**config.mk**
```make
export PLATFORM = sky130hd
export DESIGN_NAME = render_engine_param_flat
export DESIGN_NICKNAME = d
export VERILOG_FILES = /design/src/rtl/render_engine_param_if.sv /design/src/rtl/render_engine_param.sv /design/src/flat_wrapper.sv
export SDC_FILE = /design/constraint.sdc
export NUM_CORES = 1
export LEC_CHECK = 0
export ABC_AREA = 1
export ABC_CLOCK_PERIOD_IN_PS = 8800
export CAP_MARGIN = 0
export CORE_MARGIN = 2
export CORE_UTILIZATION = 50
export DETAILED_ROUTE_END_ITERATION = 8
export GPL_TIMING_DRIVEN = 0
export HOLD_SLACK_MARGIN = 0.15
export PLACE_DENSITY = 0.7
export SLEW_MARGIN = 10
export SYNTH_ARGS = -nofsm -noshare
export SYNTH_HDL_FRONTEND = slang
export SYNTH_SLANG_ARGS = --single-unit
```
**constraint.sdc**
```tcl
create_clock -name clk -period 8.8 [get_ports clk]
set_clock_uncertainty 0.1 [all_clocks]
set_input_delay 0.88 -clock clk [delete_from_list [all_inputs] [get_ports clk]]
set_output_delay 0.88 -clock clk [all_outputs]
set_load 0.02 [all_outputs]
```
**src/rtl/render_engine_param_if.sv**
```systemverilog
// render_engine_param_if: command inputs and pixel-stream outputs between the
// command decoder (master), the render engine (slave) and the frame-buffer writer.
interface render_engine_param_if #(
    parameter int XBITS   = 9,
    parameter int YBITS   = 8,
    parameter int COLOR_W = 1
);
    logic [XBITS+YBITS-1:0] start_l;
    logic [XBITS+YBITS-1:0] end_l;
    logic [2:0]             op;
    logic [COLOR_W-1:0]     color;
    logic                   render_enable;

    logic [XBITS-1:0]       x;
    logic [YBITS-1:0]       y;
    logic [COLOR_W-1:0]     pix_color;
    logic                   enable;
    logic                   render_done;
    logic                   busy;

    modport master (
        output start_l, end_l, op, color, render_enable,
        input  x, y, pix_color, enable, render_done, busy
    );

    modport slave (
        input  start_l, end_l, op, color, render_enable,
        output x, y, pix_color, enable, render_done, busy
    );
endinterface

```
**src/rtl/render_engine_param.sv**
```systemverilog
// render_engine_param: streams one pixel per clock for CLEAR, DRAW_LINE and FILL_RECT commands.
// Define RENDER_CLIP_EN to suppress the strobe for off-screen LINE/RECT pixels.
module render_engine_param #(
    parameter int XRES    = 320,
    parameter int YRES    = 240,
    parameter int XBITS   = 9,
    parameter int YBITS   = 8,
    parameter int COLOR_W = 1
) (
    input  logic                 clk,
    input  logic                 n_rst,
    render_engine_param_if.slave bus
);
    localparam int EW = ((XBITS > YBITS) ? XBITS : YBITS) + 2;
    localparam logic [2:0] OP_CLEAR = 3'd0;
    localparam logic [2:0] OP_LINE  = 3'd6;
    localparam logic [2:0] OP_RECT  = 3'd7;

    typedef enum logic [2:0] {IDLE, SETUP, CLEAR, LINE, RECT, DONE} state_t;
    state_t state, state_next;

    logic [2:0]           op_r;
    logic [COLOR_W-1:0]   color_r, pix_color_r;
    logic [XBITS-1:0]     x0_r, x1_r, cur_x, nx;
    logic [YBITS-1:0]     y0_r, y1_r, cur_y, ny;
    logic                 enable_r, sx_neg, sy_neg;
    logic signed [EW-1:0] dx_r, dy_r, err_r;

    logic [XBITS-1:0]     x_lo, x_hi, adx;
    logic [YBITS-1:0]     y_lo, y_hi, ady;
    logic signed [EW:0]   e2, dx_x, dy_x, err_sum;
    logic                 step_x, step_y, at_end;
    logic                 next_ok, line_ok, rect_ok;

    // CLEAR and RECT share one row-major scanner: x0_r/x1_r hold the x span, y1_r the last row.
    always_comb begin
        x_lo   = (x0_r < x1_r) ? x0_r : x1_r;
        x_hi   = (x0_r < x1_r) ? x1_r : x0_r;
        y_lo   = (y0_r < y1_r) ? y0_r : y1_r;
        y_hi   = (y0_r < y1_r) ? y1_r : y0_r;
        adx    = x_hi - x_lo;
        ady    = y_hi - y_lo;
        at_end = (cur_x == x1_r) && (cur_y == y1_r);

        e2     = {err_r, 1'b0};
        dx_x   = {dx_r[EW-1], dx_r};
        dy_x   = {dy_r[EW-1], dy_r};
        step_x = (e2 >= dy_x);
        step_y = (e2 <= dx_x);
        err_sum = {err_r[EW-1], err_r};
        if (step_x) err_sum = err_sum + dy_x;
        if (step_y) err_sum = err_sum + dx_x;

        if (state == LINE) begin
            nx = step_x ? (sx_neg ? cur_x - XBITS'(1) : cur_x + XBITS'(1)) : cur_x;
            ny = step_y ? (sy_neg ? cur_y - YBITS'(1) : cur_y + YBITS'(1)) : cur_y;
        end else if (cur_x == x1_r) begin
            nx = x0_r;
            ny = cur_y + YBITS'(1);
        end else begin
            nx = cur_x + XBITS'(1);
            ny = cur_y;
        end
    end

`ifdef RENDER_CLIP_EN
    assign next_ok = ({1'b0, nx} < (XBITS+1)'(XRES)) && ({1'b0, ny} < (YBITS+1)'(YRES));
    assign line_ok = ({1'b0, x0_r} < (XBITS+1)'(XRES)) && ({1'b0, y0_r} < (YBITS+1)'(YRES));
    assign rect_ok = ({1'b0, x_lo} < (XBITS+1)'(XRES)) && ({1'b0, y_lo} < (YBITS+1)'(YRES));
`else
    assign next_ok = 1'b1;
    assign line_ok = 1'b1;
    assign rect_ok = 1'b1;
`endif

    always_ff @(posedge clk or negedge n_rst) begin
        if (!n_rst) state <= IDLE;
        else        state <= state_next;
    end

    always_comb begin
        state_next = state;
        unique case (state)
            IDLE:  if (bus.render_enable) state_next = SETUP;
            SETUP: begin
                case (op_r)
                    OP_CLEAR: state_next = CLEAR;
                    OP_LINE:  state_next = LINE;
                    OP_RECT:  state_next = rect_ok ? RECT : DONE;
                    default:  state_next = DONE;
                endcase
            end
            CLEAR, LINE, RECT: if (at_end) state_next = DONE;
            DONE:  if (!bus.render_enable) state_next = IDLE;
            default: state_next = IDLE;
        endcase
    end

    always_ff @(posedge clk or negedge n_rst) begin
        if (!n_rst) begin
            op_r        <= '0;
            color_r     <= '0;
            pix_color_r <= '0;
            x0_r        <= '0;
            x1_r        <= '0;
            y0_r        <= '0;
            y1_r        <= '0;
            cur_x       <= '0;
            cur_y       <= '0;
            enable_r    <= 1'b0;
            sx_neg      <= 1'b0;
            sy_neg      <= 1'b0;
            dx_r        <= '0;
            dy_r        <= '0;
            err_r       <= '0;
        end else begin
            unique case (state)
                IDLE: begin
                    enable_r <= 1'b0;
                    if (bus.render_enable) begin
                        x0_r    <= bus.start_l[XBITS+YBITS-1:YBITS];
                        y0_r    <= bus.start_l[YBITS-1:0];
                        x1_r    <= bus.end_l[XBITS+YBITS-1:YBITS];
                        y1_r    <= bus.end_l[YBITS-1:0];
                        op_r    <= bus.op;
                        color_r <= bus.color;
                    end
                end
                SETUP: begin
                    pix_color_r <= color_r;
                    case (op_r)
                        OP_CLEAR: begin
                            x0_r        <= '0;
                            x1_r        <= XBITS'(XRES - 1);
                            y1_r        <= YBITS'(YRES - 1);
                            cur_x       <= '0;
                            cur_y       <= '0;
                            pix_color_r <= '0;
                            enable_r    <= 1'b1;
                        end
                        OP_LINE: begin
                            cur_x    <= x0_r;
                            cur_y    <= y0_r;
                            dx_r     <= EW'(adx);
                            dy_r     <= EW'(0) - EW'(ady);
                            err_r    <= EW'(adx) - EW'(ady);
                            sx_neg   <= (x1_r < x0_r);
                            sy_neg   <= (y1_r < y0_r);
                            enable_r <= line_ok;
                        end
                        OP_RECT: begin
                            x0_r     <= x_lo;
                            x1_r     <= x_hi;
                            y1_r     <= y_hi;
                            cur_x    <= x_lo;
                            cur_y    <= y_lo;
                            enable_r <= rect_ok;
                        end
                        default: enable_r <= 1'b0;
                    endcase
                end
                CLEAR, LINE, RECT: begin
                    if (at_end) begin
                        enable_r <= 1'b0;
                    end else begin
                        cur_x    <= nx;
                        cur_y    <= ny;
                        enable_r <= next_ok;
                        if (state == LINE) err_r <= err_sum[EW-1:0];
                    end
                end
                default: enable_r <= 1'b0;
            endcase
        end
    end

    assign bus.x           = cur_x;
    assign bus.y           = cur_y;
    assign bus.pix_color   = pix_color_r;
    assign bus.enable      = enable_r;
    assign bus.render_done = (state == DONE);
    assign bus.busy        = (state == SETUP) || (state == CLEAR) || (state == LINE) || (state == RECT);
endmodule

```
**src/flat_wrapper.sv**
```systemverilog
// flat-port wrapper written by rule: the top's interface ports become plain ports
module render_engine_param_flat 
#(
    parameter int XRES    = 320,
    parameter int YRES    = 240,
    parameter int XBITS   = 9,
    parameter int YBITS   = 8,
    parameter int COLOR_W = 1
)
  (clk, n_rst, bus_start_l, bus_end_l, bus_op, bus_color, bus_render_enable, bus_x, bus_y, bus_pix_color, bus_enable, bus_render_done, bus_busy);
  render_engine_param_if #(.XBITS(XBITS), .YBITS(YBITS), .COLOR_W(COLOR_W)) bus_i ();
  input  logic clk;
  input  logic n_rst;
  input wire logic [$bits(bus_i.start_l)-1:0] bus_start_l;
  input wire logic [$bits(bus_i.end_l)-1:0] bus_end_l;
  input wire logic [$bits(bus_i.op)-1:0] bus_op;
  input wire logic [$bits(bus_i.color)-1:0] bus_color;
  input wire logic [$bits(bus_i.render_enable)-1:0] bus_render_enable;
  output wire logic [$bits(bus_i.x)-1:0] bus_x;
  output wire logic [$bits(bus_i.y)-1:0] bus_y;
  output wire logic [$bits(bus_i.pix_color)-1:0] bus_pix_color;
  output wire logic [$bits(bus_i.enable)-1:0] bus_enable;
  output wire logic [$bits(bus_i.render_done)-1:0] bus_render_done;
  output wire logic [$bits(bus_i.busy)-1:0] bus_busy;
  assign bus_i.start_l = bus_start_l;
  assign bus_i.end_l = bus_end_l;
  assign bus_i.op = bus_op;
  assign bus_i.color = bus_color;
  assign bus_i.render_enable = bus_render_enable;
  assign bus_x = bus_i.x;
  assign bus_y = bus_i.y;
  assign bus_pix_color = bus_i.pix_color;
  assign bus_enable = bus_i.enable;
  assign bus_render_done = bus_i.render_done;
  assign bus_busy = bus_i.busy;
  render_engine_param #(.XRES(XRES), .YRES(YRES), .XBITS(XBITS), .YBITS(YBITS), .COLOR_W(COLOR_W)) u_core (.clk(clk), .n_rst(n_rst), .bus(bus_i));
endmodule
```
==> impl_metrics.py <==
metrics = {
    "run_status": {
        "outcome": "finished, final reports clean",
    },
    "setup_path": {
        "critPathKind": "reg2reg",
        "arrival_ps": 5050,
        "end_kind": "register",
        "crit_top_cell": "nand2_1",
        "reg2reg_to": "u_core.err_r[10]",
        "cpPeakStageDelay_ps": 420,
        "crit_family": "compound AO/OA/AOI/OAI gates",
        "crit_fanout": 10,
        "path_buf_inv": 5,
        "r2r_slack_ps": 3920,
        "r2r_cells": 29,
        "critPathSlowestCell": "clkbuf_1",
        "cp.required_ps": 8970,
        "crit-reg2reg-launch": "u_core.dy_r[1]",
        "critPathLaunchType": "register",
    },
    "final_layout": {
        "area_growth_pct": 14.3,
        "antenna_cells": 0,
        "utilization_pct": 58.4,
        "finalNetCount": 1382,
        "drive_above_1_share_pct": 8.00,
    },
    "floorplanning": {
        "die_w_um": 134,
        "chipHeight_um": 134,
        "rows": 47,
        "coreArea_um2": 16600,
        "io_pins": 62,
        "initial_core_util_pct": 51.1,
        "die_area_um2": 18000,
    },
    "clock_tree": {
        "cts_tree": "done",
        "cts.htree.levels": 3,
        "ctsHoldBuffers": 0,
        "clk_latency_ps": 360,
        "cts_resized": 0,
        "numCtsBuffers": 9,
        "postCtsSetupRepairBufs": 0,
        "clockBufferDepth": 2,
        "root_buffer": "clkbuf_16",
        "clkSinkCount": 91,
        "cts.clk_slew.worst_paths_ps": 70,
    },
    "logic_synthesis": {
        "synthCells": 1197,
        "ys_types": 61,
        "syn_area_per_cell_um2": 7.08,
        "yosys.area.top_type": "dfrtp_1",
        "synth_top_cell_area_share_pct": 26.9,
        "syn_area_um2": 8470,
        "syn_nets": 1309,
        "synth_area_leaders": "dfrtp_1 (27%), nand2_1 (11%), ha_1 (10%), inv_1 (6.3%), o21ai_0 (6.0%)",
        "yosysSeqAreaShare_pct": 26.9,
        "ys_ff_latch": 91,
        "yosysWarnings": 0,
        "async_flop_share_pct": 100,
        "synth_edf_count": 0,
        "synth_ff_type": "dfrtp_1",
    },
    "sta": {
        "setup_tns_ps": 0,
        "min_period_ps": 4880,
        "rsz0062_at_grt": "no",
        "hold_violations": 0,
        "worst_pin_slew_ps": 892,
        "final-setup-viol-count": 0,
        "slew_violations": 0,
        "relSlewSlack_pct": 40.3,
        "fmax_mhz": 205,
        "finalCritPeriodShare_pct": 55.5,
    },
    "detailed_routing": {
        "drtIter0Drc": 721,
        "viasPerCell": 5.60,
        "wl_per_cell_um": 17.3,
        "dr.pass1.iters": 5,
        "drt.antenna.violating_nets": 0,
        "drc_errors": 0,
        "wl_um": 25900,
        "dr_total_vias": 8372,
    },
    "grt": {
        "grt_pass1_wl_um": 41300,
        "grtUsageTotal_pct": 29.5,
        "antenna_found_initial": 0,
        "grt_pass1_vias": 7855,
        "grt_max_degree": 52,
        "grt-ovfl-total": 0,
    },
    "placement": {
        "place_congestion": 0.953,
        "port-buffer-count": 61,
        "place_hpwl_um": 20300,
    },
    "min_path": {
        "min_to": "u_core.bus.pix_color",
        "hp-start": "u_core.color_r",
        "hold_class": "reg2reg",
        "holdPathStages": 1,
    },
    "run": {
        "cap_violations": 0,
    },
}
## flip-flops by register name, indices dropped and copies added (netlist names)
name,count
u_core.state,3
u_core.bus.pix_color,1
u_core.x1_r,9
u_core.x0_r,9
u_core.bus.enable,1
u_core.sy_neg,1
u_core.op_r,3
u_core.err_r,11
u_core.y0_r,8
u_core.dy_r,9
u_core.bus.y,8
u_core.bus.x,9
u_core.color_r,1
u_core.y1_r,8
u_core.dx_r,9
u_core.sx_neg,1
## synthesized netlist by cell type, types with 2 or more instances
master,number
or2_2,3
nor2_4,2
buf_2,3
o2111ai_1,6
xnor2_1,13
o21ai_1,9
o21ai_2,7
nand3b_1,6
o31ai_1,3
dfrtp_1,91
nand3_2,3
nand3_1,68
nor4_1,4
ha_1,68
nor2_1,97
a22o_1,2
mux2_2,3
nor3_1,14
nand2_2,33
inv_2,12
a211oi_1,3
a22oi_1,15
a31oi_1,7
inv_1,142
o211ai_1,8
xnor2_2,2
fa_1,3
o22ai_1,11
o21a_1,3
a21boi_1,3
buf_4,2
o221ai_1,11
nand4_1,8
clkbuf_1,29
a21o_1,2
o21bai_1,3
buf_1,2
a21oi_1,83
o21ai_0,102
nand2_4,5
nand2_1,242
xor2_1,45
## layout by cell type, fill, tap and decap left out, types with 9 or more instances in the layout
master	n
clkbuf_16	9
nand2_1	242
o221ai_1	11
xor2_1	45
clkbuf_1	31
a21oi_1	83
o21ai_1	9
nand2_2	33
nor3_1	14
nand3_1	68
o21ai_0	102
clkdlybuf4s50_1	60
dfrtp_1	91
ha_1	68
nor2_1	97
xnor2_1	13
o22ai_1	11
a22oi_1	15
inv_1	142
inv_2	12
## layer usage
| metal | GRT usage (%) | vias to the layer above | share of wire, % |
|---|---|---|---|
| met4 | 8.89 | 0 | 2.2 |
| met3 | 4.84 | 38 | 6.8 |
| li1 | - | 4169 | - |
| met2 | 47.6 | 270 | 46 |
| met1 | 40.9 | 3895 | 45 |
| met5 | 0 | - | 0 |
## stage by stage
| step | instances | hold WS (ps) | worst slack, ps | cell area (um2) |
|---|---|---|---|---|
| 2_1_floorplan | 1197 | 361 | 4850 | 8470 |
| 3_3_place_gp | 1478 | 388 | 3040 | 9360 |
| 3_5_place_dp | 1479 | 389 | 3920 | 9380 |
| 4_1_cts | 1495 | 407 | 3880 | 9680 |
| 5_1_grt | 1495 | 423 | 3380 | 9680 |
| 6_report | 1495 | 408 | 3920 | 9680 |
## final cells by class
cell class,instances,area [um2]
Timing Repair Buffer,62,636
Tap cell,220,275
Fill cell,1619,6910
Sequential cell,91,2280
Clock inverter,4,50.0
Inverter,155,582
Buffer,39,193
Clock buffer,12,246
Multi-Input combinational cell,912,5420
## how the worst max path moves through the flow
stage	from	to	slack (ps)	depth (start not counted)
after floorplan	u_core.dy_r[1]	u_core.err_r[10]	4850	29
after global routing	u_core.dy_r[1]	u_core.err_r[10]	3380	28
after global placement	n_rst	u_core.dy_r[2]	3040	1
final	u_core.dy_r[1]	u_core.err_r[10]	3920	29
after detailed placement	u_core.dy_r[1]	u_core.err_r[10]	3920	29
after CTS	u_core.dy_r[1]	u_core.err_r[10]	3880	29
## cell families after synthesis
logic type	count (synthesis)	share of synthesized area (%)
AOI/OAI and AO/OA	286	20.1
xor gates and xnor gates	61	6.57
adders and majority gates	71	10.8
buffers and inverters	194	9.14
DFF	91	26.9
muxes	3	0.399
and+or+nand+nor	491	26.1
Power is not shown: default switching activity piles up to over one toggle a cycle in this logic, so the estimate is an artifact.
